`config.mk`:
```
export PLATFORM = sky130hd
export DESIGN_NAME = time_set_ctrl
export DESIGN_NICKNAME = d
export VERILOG_FILES = /design/src/rtl/time_set_ctrl.sv
export SDC_FILE = /design/constraint.sdc
export NUM_CORES = 1
export LEC_CHECK = 0
export CAP_MARGIN = 10
export CORE_MARGIN = 2
export CORE_UTILIZATION = 45
export DETAILED_ROUTE_END_ITERATION = 8
export MAX_ROUTING_LAYER = met4
export PLACE_DENSITY = 0.69
export SYNTH_ARGS = -nofsm -noshare
export SYNTH_HDL_FRONTEND = slang
export SYNTH_SLANG_ARGS = --single-unit
```
`constraint.sdc`:
```
create_clock -name clk -period 2.5 [get_ports clk]
set_input_delay 0.5 -clock clk [delete_from_list [all_inputs] [get_ports clk]]
set_output_delay 0.5 -clock clk [all_outputs]
set_load 0.02 [all_outputs]
```
`src/rtl/time_set_ctrl.sv`:
```
// ---------------------------------------------------------------------------
// time_set_ctrl
//
// Turns three debounced button levels into a time-edit session for the
// hours/minutes/seconds timekeeping counter: snapshot the running time,
// edit hours, then minutes, and commit with a one-cycle load strobe.
// Inactivity in an edit state abandons the session without a commit.
//
// Ports:
//   clk            system clock, shared with the timekeeping counter
//   rst            asynchronous, active-high reset
//   btn_mode       mode button level (synchronised, debounced)
//   btn_inc        increment button level (synchronised, debounced)
//   btn_dec        decrement button level (synchronised, debounced)
//   cur_hours      running hours from the counter, 0..23
//   cur_minutes    running minutes from the counter, 0..59
//   set_time_flag  one-cycle load strobe to the counter (high only in COMMIT)
//   o_hours        edited hours, feeds the counter's i_hours
//   o_minutes      edited minutes, feeds the counter's i_minutes
//   editing        high while editing hours or minutes
//   edit_field     00 none, 01 hours, 10 minutes
//   blink          blink phase of the field being edited, 0 otherwise
// ---------------------------------------------------------------------------
module time_set_ctrl #(
    parameter int TIMEOUT_CYCLES = 30,
    parameter int BLINK_HALF     = 1
) (
    input  logic       clk,
    input  logic       rst,
    input  logic       btn_mode,
    input  logic       btn_inc,
    input  logic       btn_dec,
    input  logic [4:0] cur_hours,
    input  logic [5:0] cur_minutes,
    output logic       set_time_flag,
    output logic [4:0] o_hours,
    output logic [5:0] o_minutes,
    output logic       editing,
    output logic [1:0] edit_field,
    output logic       blink
);

    localparam int TW = $clog2(TIMEOUT_CYCLES + 1);
    localparam int BW = $clog2(BLINK_HALF + 1);

    typedef enum logic [1:0] {IDLE, SET_H, SET_M, COMMIT} state_t;

    state_t        state;
    logic          mode_q, inc_q, dec_q;
    logic [TW-1:0] idle_cnt;
    logic [BW-1:0] blink_cnt;

    logic       mode_e, inc_e, dec_e;
    logic       step_up, step_dn;
    logic       timed_out;
    logic [4:0] hours_up, hours_dn;
    logic [5:0] minutes_up, minutes_dn;

    // Rising edges only, so a held button produces a single action.
    assign mode_e = btn_mode & ~mode_q;
    assign inc_e  = btn_inc  & ~inc_q;
    assign dec_e  = btn_dec  & ~dec_q;

    // inc and dec together cancel out.
    assign step_up = inc_e & ~dec_e;
    assign step_dn = dec_e & ~inc_e;

    // This quiet cycle is the TIMEOUT_CYCLES-th one since the last entry/edge.
    assign timed_out = (idle_cnt == TW'(TIMEOUT_CYCLES - 1));

    assign hours_up   = (o_hours   >= 5'd23) ? 5'd0  : o_hours + 5'd1;
    assign hours_dn   = (o_hours   == 5'd0)  ? 5'd23 : o_hours - 5'd1;
    assign minutes_up = (o_minutes >= 6'd59) ? 6'd0  : o_minutes + 6'd1;
    assign minutes_dn = (o_minutes == 6'd0)  ? 6'd59 : o_minutes - 6'd1;

    always_ff @(posedge clk or posedge rst) begin
        if (rst) begin
            state         <= IDLE;
            mode_q        <= 1'b0;
            inc_q         <= 1'b0;
            dec_q         <= 1'b0;
            idle_cnt      <= '0;
            blink_cnt     <= '0;
            set_time_flag <= 1'b0;
            o_hours       <= '0;
            o_minutes     <= '0;
            editing       <= 1'b0;
            edit_field    <= 2'b00;
            blink         <= 1'b0;
        end else begin
            // NOTE: non-blocking everywhere here so every branch sees the
            // pre-edge values of state and counters, like real flops.
            mode_q        <= btn_mode;
            inc_q         <= btn_inc;
            dec_q         <= btn_dec;
            set_time_flag <= 1'b0;

            unique case (state)
                IDLE: begin
                    // Counters are already zero here: every exit to IDLE clears them.
                    if (mode_e) begin
                        state      <= SET_H;
                        o_hours    <= (cur_hours   > 5'd23) ? 5'd0 : cur_hours;
                        o_minutes  <= (cur_minutes > 6'd59) ? 6'd0 : cur_minutes;
                        editing    <= 1'b1;
                        edit_field <= 2'b01;
                    end
                end

                SET_H, SET_M: begin
                    if (mode_e) begin
                        // Mode wins over inc/dec: advance without touching the value.
                        if (state == SET_H) begin
                            state      <= SET_M;
                            edit_field <= 2'b10;
                        end else begin
                            state         <= COMMIT;
                            editing       <= 1'b0;
                            edit_field    <= 2'b00;
                            set_time_flag <= 1'b1;
                        end
                        idle_cnt  <= '0;
                        blink_cnt <= '0;
                        blink     <= 1'b0;
                    end else if (inc_e || dec_e) begin
                        if (state == SET_H) begin
                            if (step_up)      o_hours <= hours_up;
                            else if (step_dn) o_hours <= hours_dn;
                        end else begin
                            if (step_up)      o_minutes <= minutes_up;
                            else if (step_dn) o_minutes <= minutes_dn;
                        end
                        // Show the new value solid right away.
                        idle_cnt  <= '0;
                        blink_cnt <= '0;
                        blink     <= 1'b0;
                    end else if (timed_out) begin
                        // Abandon: o_hours/o_minutes keep their last values.
                        state      <= IDLE;
                        editing    <= 1'b0;
                        edit_field <= 2'b00;
                        idle_cnt   <= '0;
                        blink_cnt  <= '0;
                        blink      <= 1'b0;
                    end else begin
                        idle_cnt <= idle_cnt + 1'b1;
                        if (blink_cnt == BW'(BLINK_HALF - 1)) begin
                            blink_cnt <= '0;
                            blink     <= ~blink;
                        end else begin
                            blink_cnt <= blink_cnt + 1'b1;
                        end
                    end
                end

                COMMIT: begin
                    // Strobe drops via the default above; buttons are ignored.
                    state <= IDLE;
                end

                default: state <= IDLE;
            endcase
        end
    end

endmodule

```
==> Yosys cells after proc, flatten, opt, wreduce, memory -nomap -nowiden <==
Cells that the tools add are included.
{ "word_totals": {"register_bits": 27, "latch_bits": 0, "mem_bits_rw": 0, "rom_bits": 0, "inputBits": 16, "word_cells": 108, "memories": 0} }
{ "op_classes": {"n_addsub": 6, "multipliers": 0, "n_div": 0, "order_cmp": 4, "n_eq_ne": 14, "n_shift": 0, "n_mux": 49, "n_bitwise": 11, "reduce_logical": 12} }
{ "ops": {"columns": ["op", "n"], "rows": [
  ["5-bit 2-to-1 mux", 12],
  ["6-bit 2-to-1 mux", 9],
  ["1-bit 2-to-1 mux", 17],
  ["2-bit 2-to-1 mux", 6],
  ["3-bit inequality test (second input constant)", 4],
  ["6-bit case mux with 2 select lines", 1],
  ["6-bit AND reduction", 2],
  ["5-bit by 1-bit adder with 5-bit output (second input constant)", 2],
  ["2-bit inequality test (second input constant)", 5],
  ["5-bit case mux with 2 select lines", 1],
  ["6-bit by 1-bit adder with 6-bit output (second input constant)", 1],
  ["6-bit greater-or-equal comparator (second input constant)", 1],
  ["6-bit greater-than comparator (second input constant)", 1],
  ["6-bit zero test", 1],
  ["1-bit NOT", 6],
  ["2-bit case mux with 3 select lines", 1],
  ["6-bit by 1-bit subtractor with 6-bit output (second input constant)", 1],
  ["1-bit AND", 5],
  ["5-bit equality test (second input constant)", 1],
  ["5-bit greater-or-equal comparator (second input constant)", 1],
  ["5-bit greater-than comparator (second input constant)", 1],
  ["5-bit zero test", 1],
  ["5-bit AND reduction", 1],
  ["5-bit by 1-bit subtractor with 5-bit output (second input constant)", 1],
  ["13 further kinds", 14]
]} }

==> Longest topological paths before layout <==
{ "logic_depth": {"depth_word": 10, "mapped_depth": 9, "ltp_nobuf": 7} }

==> Worst setup path before layout <==
No wires, ideal clock.
{ "synth_timing": {"path_type": "input port to flip-flop", "from": "input btn_inc", "to": "register state[0]", "setup_ns": 0.126, "arrival_time_ns": 1.720, "required_time_ns": 2.374, "path_slack_ns": 0.653, "stages": 7, "path_cell_list": "nor2b_1 > inv_1 > ha_1 > and2_1 > o31ai_2 > nor2_1 > a311o_1"} }
{ "synth_via": {"elab_chain_cells": 4} }
{ "synth_rtl": {"columns": ["element", "line_no", "text"], "rows": [
  ["start, declared", "31", "input logic btn_inc,"],
  ["1-bit AND", "61", "assign inc_e = btn_inc & ~inc_q;"],
  ["1-bit logical OR", "125", "end else if (inc_e || dec_e) begin"],
  ["3-bit inequality test (no source line)", null, null],
  ["3-bit AND reduction (no source line)", null, null],
  ["end signal, assigned", "78", "state <= IDLE;"],
  ["end signal, assigned", "117", "state <= COMMIT;"],
  ["end signal, assigned", "139", "state <= IDLE;"],
  ["end, declared", "48", "state_t state;"]
]} }
Every way passes these cells.
A chain may end at the register's enable or synchronous reset.

==> Worst setup path after layout <==
Same ends and word-level chain as after synthesis.

==> results.toml <==
[run_status]
outcome = "finished, final reports clean"

[timing]
fin_setup_tns_ns = 0
whs_ns = 0.478
finalCritPeriodShare_pct = 86.5
finalSetupViolCount = 0
rsz0062_at_grt = "no"
fin_skew_ns = 0.00314
worst_pin_slew_ns = 0.514
fmax_ghz = 0.462
layout_min_cycle_time_ns = 2.16
finalHoldViolCount = 0
slew_headroom_pct = 65.7
final_max_slew_viol_count = 0

[critical_path]
worstSetupStartpointType = "primary input"
worstSetupPathType = "in -> reg"
crit_path_end_kind = "flip-flop"
worstPathRequired_ns = 2.67
worst_path_largest_cell_delay_ns = 0.47
cpMaxStageDelayCell = "clkdlybuf4s50_1"
arrival_ns = 2.33
crit_path_max_fanout = 4
path_cells = "clkdlybuf4s50_1, nor2b_1, inv_1, ha_1, and2_1, o31ai_2, nor2_1, a311o_1"

[cts]
cts_max_level = 1
cts_hold_buf = 0
cts_tree = "built"
clock_sinks = 26
cts.reportedPaths.clkPinSlew_ns = 0.09
cts_resized = 0
cts_buffers = 3
worstSkewPairLatency_ns = 0.28
clock_path_buffers = 2
postCtsSetupBuffers = 0
clock_tree.root_cell = "clkbuf_8"

[synth]
synth.most_common_cell = "dfrtp_1"
async_flop_share_pct = 100
ys_warn_count = 0
ys_types = 56
netlist_top_cells_area = "dfrtp_1 34%, ha_1 8.4%, nand2_1 3.5%"
synth_nets = 243
post_synth_inst_count = 214
synth_seq_area_share_pct = 33.6
syn_area_um2 = 1930
postSynthAreaPerCell_um2 = 9.04
synthFlopType = "dfrtp_1"
synth_top_area_cell = "dfrtp_1"
ys_ff_latch = 26
synth_common_cells = "26 x dfrtp_1, 18 x nand2_1, 13 x ha_1, 13 x o21ai_0"
synth_top_area_share_pct = 33.6
synth_edf_count = 0

[detailed_routing]
ant_nets = 0
dr.pass1.iters = 4
vias = 1712
initialDrtViolationCount = 143
drc = 0
viasPerCell = 5.82
drt_wl_total_mm = 4.36
drt-wirelength-per-cell_um = 14.8

[global_route]
grt_first_pass_wirelength_mm = 7.70
track_usage_pct = 19.7
grt_pass1_vias = 1698
grt_max_degree = 27
antenna_found_initial = 0
grt_overflow = 0

[power]
ir_drop_uv = 935
power_uw = 3170
power.density_nw_per_um2 = 1350
p_leak_uw = 0.000986

[cells_and_area]
diodes = 0
area_growth_pct = 21.3
finalNetCount = 274
fillers = 386
drive_above_1_share_pct = 8.20
final_cells = 294

[hold_path]
hold_class = "reg -> reg"

[die]
die_area_um2 = 4840
start_util_pct = 47.7
rows = 23
core-area_um2 = 4060
die_h_um = 69.6
io_pins = 32
die_w_um = 69.6

[place]
hpwl_mm = 3.13
gp_congestion = 0.859
dp.cells = 290
port_buffers = 31

[flow_run]
cap_violations = 0
==> logic make-up (layout without fill, tap and decap cells) <==
logic type,Yosys count,after routing,synth area share (%)
AOI/OAI and AO/OA,76,76,27.4
xor gates and xnor gates,7,7,3.17
adders and majority gates,14,14,8.93
buffers and inverters,25,55,7.05
DFF,26,26,33.6
muxes,3,3,1.55
and+or+nand+nor,63,63,18.2
==> layout make-up <==
| class | count | area [um^2] | share of cell area (%) |
|---|---|---|---|
| flip-flops and latches | 26 | 651 | 27.7 |
| well taps | 50 | 62.6 | 2.67 |
| clock inverters | 1 | 30.0 | 1.28 |
| clock buffers | 3 | 41.3 | 1.76 |
| inverters | 13 | 51.3 | 2.19 |
| repair buffers | 38 | 363 | 15.5 |
| multi-input cells | 163 | 1150 | 48.9 |
==> worst paths after layout <==
| check | slack (ns) | endpoint | cells past startpoint | startpoint |
|---|---|---|---|---|
| min | 0.48 | blink | 1 | blink |
| min in group asynchronous | 0.57 | o_minutes[3] | 3 | rst |
| min reg2reg | 0.48 | blink | 1 | blink |
| max | 0.34 | state[0] | 8 | btn_inc |
| max in group asynchronous | 1.68 | edit_field[0] | 3 | rst |
| max reg2reg | 0.44 | state[0] | 6 | state[0] |
==> registers in the layout, summed over array words and instances, names as in the netlist, 2 cells and up <==
name / flops
o_minutes: 6
edit_field: 2
idle_cnt: 5
state: 2
o_hours: 5
==> power breakdown <==
| group | internal (uW) | switching (uW) |
|---|---|---|
| clock | 214 | 140 |
| sequential | 576 | 276 |
| combinational | 901 | 1070 |
==> worst max-delay path: cells and delay by family <==
family	cells	cell delay (ns)
AO/OA/AOI/OAI	2	0.56
buffers and inverters	2	0.53
AND/OR/NAND/NOR	3	0.47
adder cells (fa/ha/maj)	1	0.27
==> stage by stage <==
stage	worst slack (ns)	util [%]	cell area, um^2
floorplan	0.653	-	1930
global placement	0.126	56.1	2270
detailed placement	0.0228	56.1	2270
CTS	0.313	57.8	2350
global route	0.193	57.8	2350
finish	0.336	57.8	2350
==> cells in the final DEF (no fill, tap or decap), types with 5 or more instances in the layout <==
cell and count:
clkdlybuf4s50_1 31, dfrtp_1 26, nand2_1 18, o21ai_0 13, ha_1 13, nor2_1 11
inv_1 11, a21oi_1 10, o21ai_1 9, a31oi_1 8, nand3_1 7, nor3_1 7
buf_4 7, nand2b_1 5, a21o_1 5
==> routing by layer <==
| metal | track usage, % | share of wire, % | up-vias |
|---|---|---|---|
| met5 | - | 0 | - |
| met4 | 5.88 | 1.2 | 0 |
| met3 | 3.49 | 5.4 | 5 |
| met2 | 32.8 | 47 | 39 |
| met1 | 24.5 | 47 | 818 |
| li1 | - | - | 850 |
Note: power is estimated with default switching activity, not from simulation.
